### src/rtl/spi_slave_ctrl_gen.sv
// spi_slave_ctrl_gen: SPI slave protocol controller in the sclk domain.
// Sits between the RX/TX shift-register front end and the AXI-side FIFOs.
// It decodes the command, address, dummy and data phases for 1/2/4 lanes,
// auto-increments the address over bursts, and flags RX overflow and TX
// underrun. Unknown commands park the controller in ERROR until cs or reset.
// Optional feature macro: SPI_SLAVE_ADDR_WRAP_EN. When it is defined, the
// burst address returns to the start address after wrap_length words.
module spi_slave_ctrl_gen #(
  parameter int ADDR_WIDTH  = 32,
  parameter int DATA_WIDTH  = 32,
  parameter int CNT_WIDTH   = 8,
  parameter int BURST_WIDTH = 16
) (
  input  logic                   sclk,
  input  logic                   sys_rst,
  input  logic                   cs,
  input  logic [1:0]             cfg_lanes,
  input  logic [CNT_WIDTH-1:0]   cfg_dummy,
  input  logic [DATA_WIDTH-1:0]  rx_data,
  input  logic                   rx_data_valid,
  output logic [CNT_WIDTH-1:0]   rx_counter,
  output logic                   rx_counter_upd,
  output logic [DATA_WIDTH-1:0]  tx_data,
  output logic                   tx_data_valid,
  output logic [CNT_WIDTH-1:0]   tx_counter,
  output logic                   tx_counter_upd,
  input  logic                   tx_done,
  output logic [1:0]             pad_mode,
  output logic                   ctrl_rd_wr,
  output logic [ADDR_WIDTH-1:0]  ctrl_addr,
  output logic                   ctrl_addr_valid,
  output logic [DATA_WIDTH-1:0]  ctrl_data_rx,
  output logic                   ctrl_data_rx_valid,
  input  logic                   ctrl_data_rx_ready,
  input  logic [DATA_WIDTH-1:0]  ctrl_data_tx,
  input  logic                   ctrl_data_tx_valid,
  output logic                   ctrl_data_tx_ready,
  input  logic [15:0]            wrap_length,
  output logic                   rx_overflow,
  output logic                   tx_underrun,
  output logic [BURST_WIDTH-1:0] burst_count
);

  typedef enum logic [2:0] {
    S_CMD, S_ADDR, S_DUMMY, S_DATA_RX, S_DATA_TX, S_ERROR
  } state_t;

  localparam logic [ADDR_WIDTH-1:0] ADDR_STEP = ADDR_WIDTH'(DATA_WIDTH / 8);

  // log2 of the lane count; the reserved encoding 11 behaves as one lane
  function automatic logic [1:0] lane_shift(input logic [1:0] l);
    case (l)
      2'b01:   return 2'd1;
      2'b10:   return 2'd2;
      default: return 2'd0;
    endcase
  endfunction

  // Shifter count load: bits per lane minus one
  function automatic logic [CNT_WIDTH-1:0] cnt_load(input int bits, input logic [1:0] l);
    int v;
    v = (bits >>> lane_shift(l)) - 1;
    return CNT_WIDTH'(v);
  endfunction

  // Burst counter increments and sticks at all-ones
  function automatic logic [BURST_WIDTH-1:0] sat_inc(input logic [BURST_WIDTH-1:0] v);
    return (&v) ? v : v + BURST_WIDTH'(1);
  endfunction

  state_t                  state_q, state_d;
  logic [1:0]              lanes_q, lanes_d;
  logic                    rd_wr_d;
  logic [ADDR_WIDTH-1:0]   addr_d, addr_next, start_q, start_d;
  logic [BURST_WIDTH-1:0]  burst_d;
  logic [CNT_WIDTH-1:0]    rx_cnt_d, tx_cnt_d;
  logic                    rx_upd_d, tx_upd_d;
  logic [DATA_WIDTH-1:0]   tx_data_d, rx_word_d;
  logic                    tx_vld_d, rx_vld_d, tx_rdy_d, addr_vld_d;
  logic                    ovf_d, unf_d;
  logic [1:0]              pad_d;
  logic                    word_done, fetch;
`ifdef SPI_SLAVE_ADDR_WRAP_EN
  logic [15:0]             wrap_q, wrap_d, wrap_next;
`else
  logic                    unused_wrap;
  assign unused_wrap = ^wrap_length;
`endif

  // Next word address: linear, or folded back to the burst start when wrapping
  always_comb begin
    addr_next = ctrl_addr + ADDR_STEP;
`ifdef SPI_SLAVE_ADDR_WRAP_EN
    wrap_next = wrap_q + 16'd1;
    if ((wrap_length != 16'd0) && (wrap_next == wrap_length)) begin
      addr_next = start_q;
      wrap_next = 16'd0;
    end
`endif
  end

  // State register; cs acts as a synchronous abort just like reset
  always_ff @(posedge sclk) begin
    if (sys_rst || cs) state_q <= S_CMD;
    else               state_q <= state_d;
  end

  // Next-state decode and next values of every registered output
  always_comb begin
    state_d    = state_q;
    lanes_d    = (state_q == S_CMD) ? cfg_lanes : lanes_q;
    rd_wr_d    = ctrl_rd_wr;
    addr_d     = ctrl_addr;
    start_d    = start_q;
    burst_d    = burst_count;
    rx_cnt_d   = rx_counter;
    rx_upd_d   = 1'b0;
    tx_cnt_d   = tx_counter;
    tx_upd_d   = 1'b0;
    tx_data_d  = tx_data;
    tx_vld_d   = 1'b0;
    rx_word_d  = ctrl_data_rx;
    rx_vld_d   = 1'b0;
    tx_rdy_d   = 1'b0;
    addr_vld_d = 1'b0;
    ovf_d      = rx_overflow;
    unf_d      = tx_underrun;
    word_done  = 1'b0;
    fetch      = 1'b0;
`ifdef SPI_SLAVE_ADDR_WRAP_EN
    wrap_d     = wrap_q;
`endif
    case (state_q)
      S_CMD: begin
        if (rx_data_valid) begin
          if (rx_data[7:0] == 8'h02 || rx_data[7:0] == 8'h0B) begin
            state_d  = S_ADDR;
            rd_wr_d  = (rx_data[7:0] == 8'h0B);
            rx_upd_d = 1'b1;
            rx_cnt_d = cnt_load(ADDR_WIDTH, lanes_d);
          end else begin
            state_d = S_ERROR;
          end
        end
      end
      S_ADDR: begin
        if (rx_data_valid) begin
          addr_d     = ADDR_WIDTH'(rx_data);
          start_d    = ADDR_WIDTH'(rx_data);
          addr_vld_d = 1'b1;
`ifdef SPI_SLAVE_ADDR_WRAP_EN
          wrap_d     = 16'd0;
`endif
          if (!ctrl_rd_wr) begin
            state_d  = S_DATA_RX;
            rx_upd_d = 1'b1;
            rx_cnt_d = cnt_load(DATA_WIDTH, lanes_q);
          end else if (cfg_dummy != '0) begin
            state_d  = S_DUMMY;
            rx_upd_d = 1'b1;
            rx_cnt_d = cfg_dummy - CNT_WIDTH'(1);
          end else begin
            state_d = S_DATA_TX;
            fetch   = 1'b1;
          end
        end
      end
      S_DUMMY: begin
        if (rx_data_valid) begin
          state_d = S_DATA_TX;
          fetch   = 1'b1;
        end
      end
      S_DATA_RX: begin
        if (rx_data_valid) begin
          rx_word_d = rx_data;
          rx_vld_d  = 1'b1;
          if (!ctrl_data_rx_ready) ovf_d = 1'b1;
          word_done = 1'b1;
          rx_upd_d  = 1'b1;
          rx_cnt_d  = cnt_load(DATA_WIDTH, lanes_q);
        end
      end
      S_DATA_TX: begin
        if (tx_done) begin
          word_done = 1'b1;
          fetch     = 1'b1;
        end
      end
      default: ;
    endcase

    if (word_done) begin
      burst_d    = sat_inc(burst_count);
      addr_d     = addr_next;
      addr_vld_d = 1'b1;
`ifdef SPI_SLAVE_ADDR_WRAP_EN
      wrap_d     = wrap_next;
`endif
    end

    // Pop one word from the TX FIFO; an empty FIFO sends zeros
    if (fetch) begin
      tx_rdy_d  = 1'b1;
      tx_vld_d  = 1'b1;
      tx_data_d = ctrl_data_tx_valid ? ctrl_data_tx : '0;
      if (!ctrl_data_tx_valid) unf_d = 1'b1;
      tx_upd_d  = 1'b1;
      tx_cnt_d  = cnt_load(DATA_WIDTH, lanes_q);
    end

    if (lane_shift(lanes_d) != 2'd0)
      pad_d = (state_d == S_DATA_TX) ? 2'b01 : 2'b10;
    else
      pad_d = 2'b00;
  end

  // Output and context registers; abort reloads the command-phase count
  always_ff @(posedge sclk) begin
    if (sys_rst || cs) begin
      lanes_q            <= cfg_lanes;
      start_q            <= '0;
      rx_counter         <= cnt_load(8, cfg_lanes);
      rx_counter_upd     <= 1'b1;
      tx_data            <= '0;
      tx_data_valid      <= 1'b0;
      tx_counter         <= '0;
      tx_counter_upd     <= 1'b0;
      pad_mode           <= 2'b00;
      ctrl_rd_wr         <= 1'b0;
      ctrl_addr          <= '0;
      ctrl_addr_valid    <= 1'b0;
      ctrl_data_rx       <= '0;
      ctrl_data_rx_valid <= 1'b0;
      ctrl_data_tx_ready <= 1'b0;
      rx_overflow        <= 1'b0;
      tx_underrun        <= 1'b0;
      burst_count        <= '0;
`ifdef SPI_SLAVE_ADDR_WRAP_EN
      wrap_q             <= 16'd0;
`endif
    end else begin
      lanes_q            <= lanes_d;
      start_q            <= start_d;
      rx_counter         <= rx_cnt_d;
      rx_counter_upd     <= rx_upd_d;
      tx_data            <= tx_data_d;
      tx_data_valid      <= tx_vld_d;
      tx_counter         <= tx_cnt_d;
      tx_counter_upd     <= tx_upd_d;
      pad_mode           <= pad_d;
      ctrl_rd_wr         <= rd_wr_d;
      ctrl_addr          <= addr_d;
      ctrl_addr_valid    <= addr_vld_d;
      ctrl_data_rx       <= rx_word_d;
      ctrl_data_rx_valid <= rx_vld_d;
      ctrl_data_tx_ready <= tx_rdy_d;
      rx_overflow        <= ovf_d;
      tx_underrun        <= unf_d;
      burst_count        <= burst_d;
`ifdef SPI_SLAVE_ADDR_WRAP_EN
      wrap_q             <= wrap_d;
`endif
    end
  end

endmodule

### config.mk
export PLATFORM = sky130hd
export DESIGN_NAME = spi_slave_ctrl_gen
export DESIGN_NICKNAME = d
export VERILOG_FILES = /design/src/rtl/spi_slave_ctrl_gen.sv
export SDC_FILE = /design/constraint.sdc
export NUM_CORES = 1
export LEC_CHECK = 0
export BUFFER_PORTS_ARGS = -buffer_cell sky130_fd_sc_hd__buf_2
export CAP_MARGIN = 10
export CORE_MARGIN = 5
export CORE_UTILIZATION = 40
export DETAILED_ROUTE_END_ITERATION = 8
export PLACE_DENSITY = 0.7
export RECOVER_POWER = 100
export SYNTH_ARGS = -nofsm -noshare
export SYNTH_HDL_FRONTEND = slang
export SYNTH_SLANG_ARGS = --single-unit
### constraint.sdc
create_clock -name sclk -period 1.8 [get_ports sclk]
set_input_delay 0.36 -clock sclk [delete_from_list [all_inputs] [get_ports sclk]]
set_output_delay 0.36 -clock sclk [all_outputs]
set_load 0.05 [all_outputs]
==> results_tabular.tex, run 1 <==
\begin{tabular}{lr}
\hline
Metric & Value \\
\hline
\multicolumn{2}{l}{\textbf{Status}} \\
\quad Result of the run & finished with violations \\
\quad Violations in the final reports & setup timing \\
\multicolumn{2}{l}{\textbf{Synth}} \\
\quad Share of synthesized area occupied by flip-flops and latches & roughly 46\% \\
\quad Synth top cells by count & sky130\_fd\_sc\_hd\_\_nand2\_1 (148), sky130\_fd\_sc\_hd\_\_dfxtp\_1 (133), sky130\_fd\_sc\_hd\_\_a21oi\_1 (105), sky130\_fd\_sc\_hd\_\_nand3\_1 (57), sky130\_fd\_sc\_hd\_\_nor2\_1 (42) \\
\quad Average cell area after synthesis & about 8 um\^{}2 \\
\quad Number of enable-type register cells in the synthesized netlist & 8 \\
\quad Most numerous cell in the Yosys netlist & sky130\_fd\_sc\_hd\_\_nand2\_1 \\
\quad Dominant register cell in the synthesized netlist & sky130\_fd\_sc\_hd\_\_dfxtp\_1 \\
\quad Syn nets & 888 \\
\quad Async set-or-reset flop fraction in the synthesized netlist & 0\% \\
\quad Count of state elements after synthesis & between 100 and 150 \\
\quad Count of warnings emitted by yosys & 0 \\
\quad Synth Cell Area & 6340 um\^{}2 \\
\quad Top post-synthesis cells by area & sky130\_fd\_sc\_hd\_\_dfxtp\_1 (42\%), sky130\_fd\_sc\_hd\_\_nand2\_1 (8.8\%), sky130\_fd\_sc\_hd\_\_a21oi\_1 (8.3\%) \\
\quad Count of mapped cells out of synthesis & 779 \\
\quad Count of cell types in the netlist & 61 \\
\quad Largest area contributor in the netlist & sky130\_fd\_sc\_hd\_\_dfxtp\_1 \\
\quad Post-synth top area share & 42.0\% \\
\multicolumn{2}{l}{\textbf{Power}} \\
\quad Sequential power share & approximately two fifths \\
\quad Overall power after layout & $\sim$7.9 mW \\
\quad Switching Share & 25.4\% \\
\quad Leakage dissipation & between 3 and 4 nW \\
\quad Power share of the combinational group & 11.1\% \\
\quad Proportion of power drawn by the clock network & 48.0\% \\
\quad Switching power of the nets & 2.00 mW \\
\quad Internal portion of total power & 5.89 mW \\
\quad Power per unit of standard cell area & roughly 820 nW/um\^{}2 \\
\quad Worst IR Drop VDD & 0.611 mV \\
\multicolumn{2}{l}{\textbf{Floorplanning}} \\
\quad Floorplan row count & 46 \\
\quad Vert. Die Dim & 136 um \\
\quad Count of boundary I/O pins & 236 \\
\quad Die width & 136 um \\
\quad Die area & 18500 um\^{}2 \\
\quad Core outline area & 15700 um\^{}2 \\
\quad Starting Density & 40.4\% \\
\multicolumn{2}{l}{\textbf{Critical path}} \\
\quad Critical Path Fanout Max & 6 \\
\quad Minimum setup slack among reg-to-reg paths & -0.07 ns \\
\quad Worst reg2reg path startpoint & state\_q[2]\$\_SDFF\_PN0\_ \\
\quad Critical path required time & 2.14 ns \\
\quad Signal arrival time at the worst endpoint & 2.21 ns \\
\quad Worst Setup Path Type & flop to flop \\
\quad Category of the worst setup path capture point & flop \\
\quad Logic depth of the worst register-to-register path & 6 \\
\quad Crit path from & state\_q[2]\$\_SDFF\_PN0\_ \\
\quad Worst reg2reg endpoint & ctrl\_addr[14]\$\_SDFFE\_PN0P\_ \\
\quad Critical Path Start Type & flop \\
\multicolumn{2}{l}{\textbf{Routing}} \\
\quad Routed wire length & 21100 um \\
\quad Number of routed nets with antenna violations & 0 \\
\quad Detailed-router iteration count before antenna repair & 5 \\
\quad Detailed-route via count & 6833 \\
\quad DRC violations left & 0 \\
\quad Iteration-0 DRC Markers & 359 \\
\quad WL per Instance & 16.2 um \\
\quad Vias per std cell & 5.24 \\
\multicolumn{2}{l}{\textbf{Clock tree}} \\
\quad Library cell used as clock root buffer & sky130\_fd\_sc\_hd\_\_clkbuf\_16 \\
\quad Number of buffers between clock root and the deepest sink & 2 \\
\quad Number of buffers added by the clock tree synthesis step & 17 \\
\quad Clock transition at the registers of the reported paths & 0.07 ns \\
\quad Number of hold buffers added after CTS & 0 \\
\quad Clock latency at the later pin of the worst-skew pair & 0.43 ns \\
\quad TritonCTS clock tree & yes \\
\quad Clk sink count & 141 \\
\quad Depth of the CTS H-tree & 4 \\
\multicolumn{2}{l}{\textbf{Global routing}} \\
\quad Global-route wire length before repair & 31900 um \\
\quad Global Route met2 Usage & 35.4\% \\
\quad Aggregate global-route resource usage & between 20\% and 30\% \\
\quad M3 GR Usage & 6.22\% \\
\quad Global-route met1 utilization & 27.0\% \\
\quad Initial antenna violation count & 0 \\
\quad Largest net degree at the start of global routing & between 80 and 90 \\
\quad Number of global-route vias before repair & between 6000 and 7000 \\
\quad Total global routing overflow & 0 \\
\quad Busiest grt layer & met2 \\
\multicolumn{2}{l}{\textbf{Placement}} \\
\quad Placed Instances & 1245 \\
\quad Routability cong. & about 0.85 \\
\quad Worst slack at placement & -0.336 ns \\
\quad Cell area after placement & 8330 um\^{}2 \\
\quad Buffers added on ports & 219 \\
\quad Half-perimeter wire length after placement & 14300 um \\
\multicolumn{2}{l}{\textbf{Finish}} \\
\quad Number of nets in the finished design & 1184 \\
\quad Final instance count without filler cells & about 1300 \\
\quad Share of post-route cells with drive strength above 1 & 41.5\% \\
\quad Post-route core utilization & 61.4\% \\
\quad Design Area, Final & 9640 um\^{}2 \\
\quad Footprint of the multi-input gates & 3510 um\^{}2 \\
\quad Fill cell instance count of the final layout & 1385 \\
\quad Antenna cell count & 0 \\
\quad Area growth syn-to-layout & 52.0\% \\
\quad Register area & 2960 um\^{}2 \\
\multicolumn{2}{l}{\textbf{Min path}} \\
\quad Hold Path Class & input pin to flop \\
\quad Terminating pin of the worst hold path & ctrl\_data\_rx[25]\$\_SDFFE\_PN0P\_ \\
\quad Hold path startpoint & rx\_data[25] \\
\quad Hold Path Cell Cnt & 3 \\
\multicolumn{2}{l}{\textbf{STA}} \\
\quad Post-Route Setup TNS & -0.914 ns \\
\quad Hold violation count in the final report & 0 \\
\quad Part of the cycle the worst path needs & 104\% \\
\quad Worst hold margin & 0.186 ns \\
\quad Max Transition Viols Final & 0 \\
\quad Final setup margin & -0.0697 ns \\
\quad Final worst clock skew & 0.0116 ns \\
\quad Max transition margin & 55.8\% \\
\quad Highest Clock Rate & 0.535 GHz \\
\quad Transition at the pin with the smallest max-transition slack & between 0.6 and 0.7 ns \\
\quad Shortest clock period the worst path allows after layout & 1.87 ns \\
\quad Setup repair after global routing missed its margin & yes \\
\quad Final Setup Violations & 31 \\
\multicolumn{2}{l}{\textbf{Flow run}} \\
\quad Maxcap violations & 0 \\
\hline
\end{tabular}
[flip-flops by register name, indices dropped and copies added (netlist names), 2 cells and up, named ones only]
register      flops
tx_counter        7
ctrl_data_rx     32
rx_counter        7
lanes_q           2
pad_mode          2
tx_data          32
ctrl_addr        32
state_q           3
burst_count      16
[how the worst max path moves through the flow]
| stage | end | depth (start not counted) |
|---|---|---|
| after floorplan | tx_data[16]$_SDFFE_PN0P_ | 7 |
| after global placement | rx_counter[2]$_DFFE_PP_ | 7 |
| after detailed placement | tx_data[3]$_SDFFE_PN0P_ | 7 |
| after CTS | ctrl_addr[20]$_SDFFE_PN0P_ | 7 |
| after global routing | rx_counter[2]$_DFFE_PP_ | 8 |
| final | ctrl_addr[14]$_SDFFE_PN0P_ | 6 |
[worst max-delay path, cell delays in order, from the launching register on]
cell and delay, ns:
sky130_fd_sc_hd__dfxtp_4 0.37, sky130_fd_sc_hd__nand4b_1 0.19, sky130_fd_sc_hd__buf_6 0.15, sky130_fd_sc_hd__buf_6 0.12
sky130_fd_sc_hd__a2111o_1 0.46, sky130_fd_sc_hd__or3_1 0.33, sky130_fd_sc_hd__a31oi_1 0.15
[metal layers]
metal / wire length, um / vias up / share of wire [%]
met3: 1730 / 34 / 8.2
met5: 0 / - / 0
met4: 344 / 0 / 1.6
met1: 8850 / 3173 / 42
li1: - / 3369 / -
met2: 10100 / 257 / 48
[final cells by class]
type / count / share of cell area (%)
timing repair buffer: 332 / 22.9
clock inverter: 15 / 2.21
multi-input combinational: 567 / 36.4
clock buffer: 17 / 4.41
tap: 216 / 2.80
inverter: 16 / 0.623
sequential: 141 / 30.7
[power by group through the flow]
stage | registers (mW) | logic (mW) | clock network [mW]
2_1_floorplan | 3.42 | 0.287 | 0
3_3_place_gp | 3.29 | 0.740 | 0
3_5_place_dp | 3.29 | 0.741 | 0
4_1_cts | 3.22 | 0.782 | 3.87
5_1_grt | 3.23 | 0.945 | 3.99
6_report | 3.23 | 0.879 | 3.79
[cell families after synthesis]
kind of cell               after synthesis  share of synthesized area [%]
AOI/OAI and AO/OA                      193                           18.1
xor gates and xnor gates                22                           3.04
adders and majority gates               12                           2.37
buffers and inverters                   71                           5.05
DFF                                    141                           45.8
muxes                                    5                          0.828
and+or+nand+nor                        335                           24.8
[cell usage in the layout (no fill, tap or decap), types with 15 or more instances in the layout]
cell type                     n
sky130_fd_sc_hd__nand3_1     48
sky130_fd_sc_hd__dfxtp_2     29
sky130_fd_sc_hd__nand4_1     18
sky130_fd_sc_hd__inv_1       15
sky130_fd_sc_hd__a21oi_1     91
sky130_fd_sc_hd__nand2_1    145
sky130_fd_sc_hd__buf_2      206
sky130_fd_sc_hd__clkbuf_16   21
sky130_fd_sc_hd__xor2_1      21
sky130_fd_sc_hd__o21ai_0     19
sky130_fd_sc_hd__dfxtp_1     99
sky130_fd_sc_hd__buf_4       83
sky130_fd_sc_hd__nor2_1      37
[timing repair]
item | CTS | global route
setup buffers | 9 | 11
pin swaps | 12 | 46
setup endpoints to repair | 87 | 62
resized for setup | 36 | 53
cloned | 1 | 6
(Power assumes the default switching activity.)
==> run 2: changes to the inputs <==
--- a/config.mk
+++ b/config.mk
@@ -9,6 +9,7 @@
 export CAP_MARGIN = 10
 export CORE_MARGIN = 5
 export CORE_UTILIZATION = 40
+export CTS_CLUSTER_SIZE = 8
 export DETAILED_ROUTE_END_ITERATION = 8
 export PLACE_DENSITY = 0.7
 export RECOVER_POWER = 100
==> constraint.sdc (replaced) <==
create_clock -name sclk -period 1.5 [get_ports sclk]
set_input_delay 0.3 -clock sclk [delete_from_list [all_inputs] [get_ports sclk]]
set_output_delay 0.3 -clock sclk [all_outputs]
set_load 0.05 [all_outputs]
==> run 2 against run 1 <==
Net effect: the run still ends with setup timing left; critical path depth unchanged; routed wire length increased by 30%; cell count grew 6.1%; highest routed layer is now met5.
==> results_tabular.tex, run 2 (same netlist as run 1, synthesis figures left out) <==
\begin{tabular}{lr}
\hline
Metric & Value \\
\hline
\multicolumn{2}{l}{\textbf{Status}} \\
\quad Result of the run & finished with violations \\
\quad Violations in the final reports & setup timing \\
\multicolumn{2}{l}{\textbf{Min path}} \\
\quad Hold Path Class & input pin to flop \\
\multicolumn{2}{l}{\textbf{Clock tree}} \\
\quad Number of buffers added by the clock tree synthesis step & 17 (unchanged) \\
\quad Depth of the CTS H-tree & 4 (unchanged) \\
\quad Clk sink count & 141 (unchanged) \\
\quad Number of hold buffers added after CTS & 0 (unchanged) \\
\quad Library cell used as clock root buffer & sky130\_fd\_sc\_hd\_\_clkbuf\_16 \\
\quad Number of buffers between clock root and the deepest sink & 2 (unchanged) \\
\quad Clock latency at the later pin of the worst-skew pair & 0.44 ns (about the same) \\
\quad Clock transition at the registers of the reported paths & 0.07 ns (about the same) \\
\quad TritonCTS clock tree & yes \\
\multicolumn{2}{l}{\textbf{STA}} \\
\quad Final setup margin & -0.424 ns (-0.355 ns) \\
\quad Transition at the pin with the smallest max-transition slack & 0.927 ns (+0.261 ns) \\
\quad Worst hold margin & 0.103 ns (-0.0832 ns) \\
\quad Highest Clock Rate & 0.520 GHz (-2.8\%) \\
\quad Setup repair after global routing missed its margin & yes \\
\quad Max Transition Viols Final & 0 (unchanged) \\
\quad Final worst clock skew & 0.0131 ns (+0.00147 ns) \\
\quad Max transition margin & 38.2\% (-18 points) \\
\quad Shortest clock period the worst path allows after layout & 1.92 ns (+0.0547 ns) \\
\quad Final Setup Violations & 136 (+340\%) \\
\quad Hold violation count in the final report & 0 (unchanged) \\
\quad Part of the cycle the worst path needs & 128\% (+24 points) \\
\multicolumn{2}{l}{\textbf{Global routing}} \\
\quad Largest net degree at the start of global routing & 50 (-42\%) \\
\quad Aggregate global-route resource usage & 26.6\% (+5.2 points) \\
\quad Number of global-route vias before repair & 7375 (+17\%) \\
\quad Initial antenna violation count & 3 (+3) \\
\quad Total global routing overflow & 0 (unchanged) \\
\quad Global-route wire length before repair & 38500 um (+21\%) \\
\multicolumn{2}{l}{\textbf{Critical path}} \\
\quad Signal arrival time at the worst endpoint & 2.28 ns (+0.07 ns) \\
\quad Critical Path Start Type & flop \\
\quad Critical path required time & 1.86 ns (-0.28 ns) \\
\quad Category of the worst setup path capture point & flop \\
\quad Worst Setup Path Type & flop to flop \\
\quad Critical Path Fanout Max & 4 (-2) \\
\multicolumn{2}{l}{\textbf{Floorplanning}} \\
\quad Vert. Die Dim & 136 um (unchanged) \\
\quad Starting Density & 40.4\% (unchanged) \\
\quad Count of boundary I/O pins & 236 (unchanged) \\
\quad Core outline area & 15700 um\^{}2 (unchanged) \\
\quad Die width & 136 um (unchanged) \\
\quad Die area & 18500 um\^{}2 (unchanged) \\
\quad Floorplan row count & 46 (unchanged) \\
\multicolumn{2}{l}{\textbf{Placement}} \\
\quad Routability cong. & 0.846 (-0.77\%) \\
\quad Cell area after placement & 8910 um\^{}2 (+6.9\%) \\
\quad Half-perimeter wire length after placement & 16500 um (+15\%) \\
\quad Placed Instances & 1285 (+3.2\%) \\
\quad Buffers added on ports & 219 (unchanged) \\
\multicolumn{2}{l}{\textbf{Finish}} \\
\quad Top Registers & ctrl\_addr x32, ctrl\_data\_rx x32, tx\_data x32 \\
\quad Number of nets in the finished design & 1263 (+6.7\%) \\
\quad Final instance count without filler cells & 1383 (+6.1\%) \\
\quad Commonest non-fill, non-tap cell in the layout & sky130\_fd\_sc\_hd\_\_buf\_4 \\
\quad Area growth syn-to-layout & 80.8\% \\
\quad Antenna cell count & 0 (unchanged) \\
\quad Share of post-route cells with drive strength above 1 & 59.1\% (+18 points) \\
\quad Design Area, Final & 11500 um\^{}2 (+19\%) \\
\quad Highest-count cells in the layout ignoring fill and taps & sky130\_fd\_sc\_hd\_\_buf\_4 (131), sky130\_fd\_sc\_hd\_\_nand2\_1 (110), sky130\_fd\_sc\_hd\_\_clkbuf\_2 (105), sky130\_fd\_sc\_hd\_\_buf\_2 (94), sky130\_fd\_sc\_hd\_\_dfxtp\_1 (88) \\
\multicolumn{2}{l}{\textbf{Routing}} \\
\quad Iteration-0 DRC Markers & 452 (+26\%) \\
\quad Routed wire length & 27300 um (+30\%) \\
\quad Detailed-route via count & 7702 (+13\%) \\
\quad Vias per std cell & 5.57 (+6.3\%) \\
\quad Detailed-router iteration count before antenna repair & 5 (unchanged) \\
\quad Number of routed nets with antenna violations & 0 (unchanged) \\
\quad DRC violations left & 0 (unchanged) \\
\quad WL per Instance & 19.8 um (+22\%) \\
\multicolumn{2}{l}{\textbf{Power}} \\
\quad Worst IR Drop VDD & 0.779 mV (+27\%) \\
\quad Power per unit of standard cell area & 832 nW/um\^{}2 (+1.6\%) \\
\quad Leakage dissipation & 4.70 nW (+20\%) \\
\quad Overall power after layout & 9.54 mW (+21\%) \\
\multicolumn{2}{l}{\textbf{Flow run}} \\
\quad Maxcap violations & 0 (unchanged) \\
\hline
\end{tabular}
## run 2: changes by cell type in the layout (fill, tap and decap cells not counted), sizes merged
cell / before / now
clkinvlp: 3 / 0
inv: 19 / 23
clkinv: 5 / 8
buf: 314 / 288
clkbuf: 35 / 139
bufbuf: 0 / 1
bufinv: 4 / 0
## run 2: critical path, stage by stage, from the launching register on
cell and delay (ns):
sky130_fd_sc_hd__dfxtp_4 0.36, sky130_fd_sc_hd__buf_12 0.13, sky130_fd_sc_hd__nand4b_1 0.19, sky130_fd_sc_hd__buf_6 0.17, sky130_fd_sc_hd__a2111o_1 0.45, sky130_fd_sc_hd__or3_1 0.36
sky130_fd_sc_hd__a31oi_2 0.19
## run 2: through the flow
step / util (%) / setup TNS [ns] / worst slack (ns)
2_1_floorplan: - / -19.53 / -0.362
3_3_place_gp: 56.7 / -43.80 / -0.521
3_5_place_dp: 56.7 / -45.50 / -0.558
4_1_cts: 68.3 / -29.47 / -0.385
5_1_grt: 73.0 / -42.86 / -0.492
6_report: 73.0 / -34.29 / -0.424
## run 2: final cells by class
| cell class | count | area, um^2 |
|---|---|---|
| Clock buffer | 17 | 425 |
| Clock inverter | 15 | 191 |
| Fill cell | 1117 | 4240 |
| Inverter | 16 | 60.1 |
| Multi-Input combinational cell | 567 | 4270 |
| Sequential cell | 141 | 3040 |
| Tap cell | 216 | 270 |
| Timing Repair Buffer | 411 | 3210 |
## run 2: routing by layer
layer	global-route usage (%)	routed length, um	vias to the layer above
met2	45.8	13600	390
met3	7.85	2410	102
met1	30.7	10000	3646
li1	-	-	3558
met5	0	34	-
met4	11.3	1300	6
## run 2: report_power, final
| group | internal, mW | leakage (nW) | switching, mW |
|---|---|---|---|
| Combinational | 0.582 | 3.22 | 0.772 |
| Clock | 2.27 | 0.300 | 2.09 |
| Sequential | 3.78 | 1.19 | 0.0364 |
## run 2: path summary, 6_finish.rpt
path	slack, ns	start	end	depth (start not counted)
setup / recovery	-0.42	state_q[2]$_SDFF_PN0_	ctrl_addr[14]$_SDFFE_PN0P_	6
hold / removal	0.10	rx_data[15]	ctrl_data_rx[15]$_SDFFE_PN0P_	3
setup reg to reg	-0.42	state_q[2]$_SDFF_PN0_	ctrl_addr[14]$_SDFFE_PN0P_	6
hold reg to reg	0.46	ctrl_data_rx[30]$_SDFFE_PN0P_	ctrl_data_rx[30]$_SDFFE_PN0P_	2
## run 2: what timing repair did
item	in CTS	in global routing
cloned	13	3
pin swaps	70	79
setup endpoints to repair	129	158
resized for setup	130	173
buffers inserted	41	25
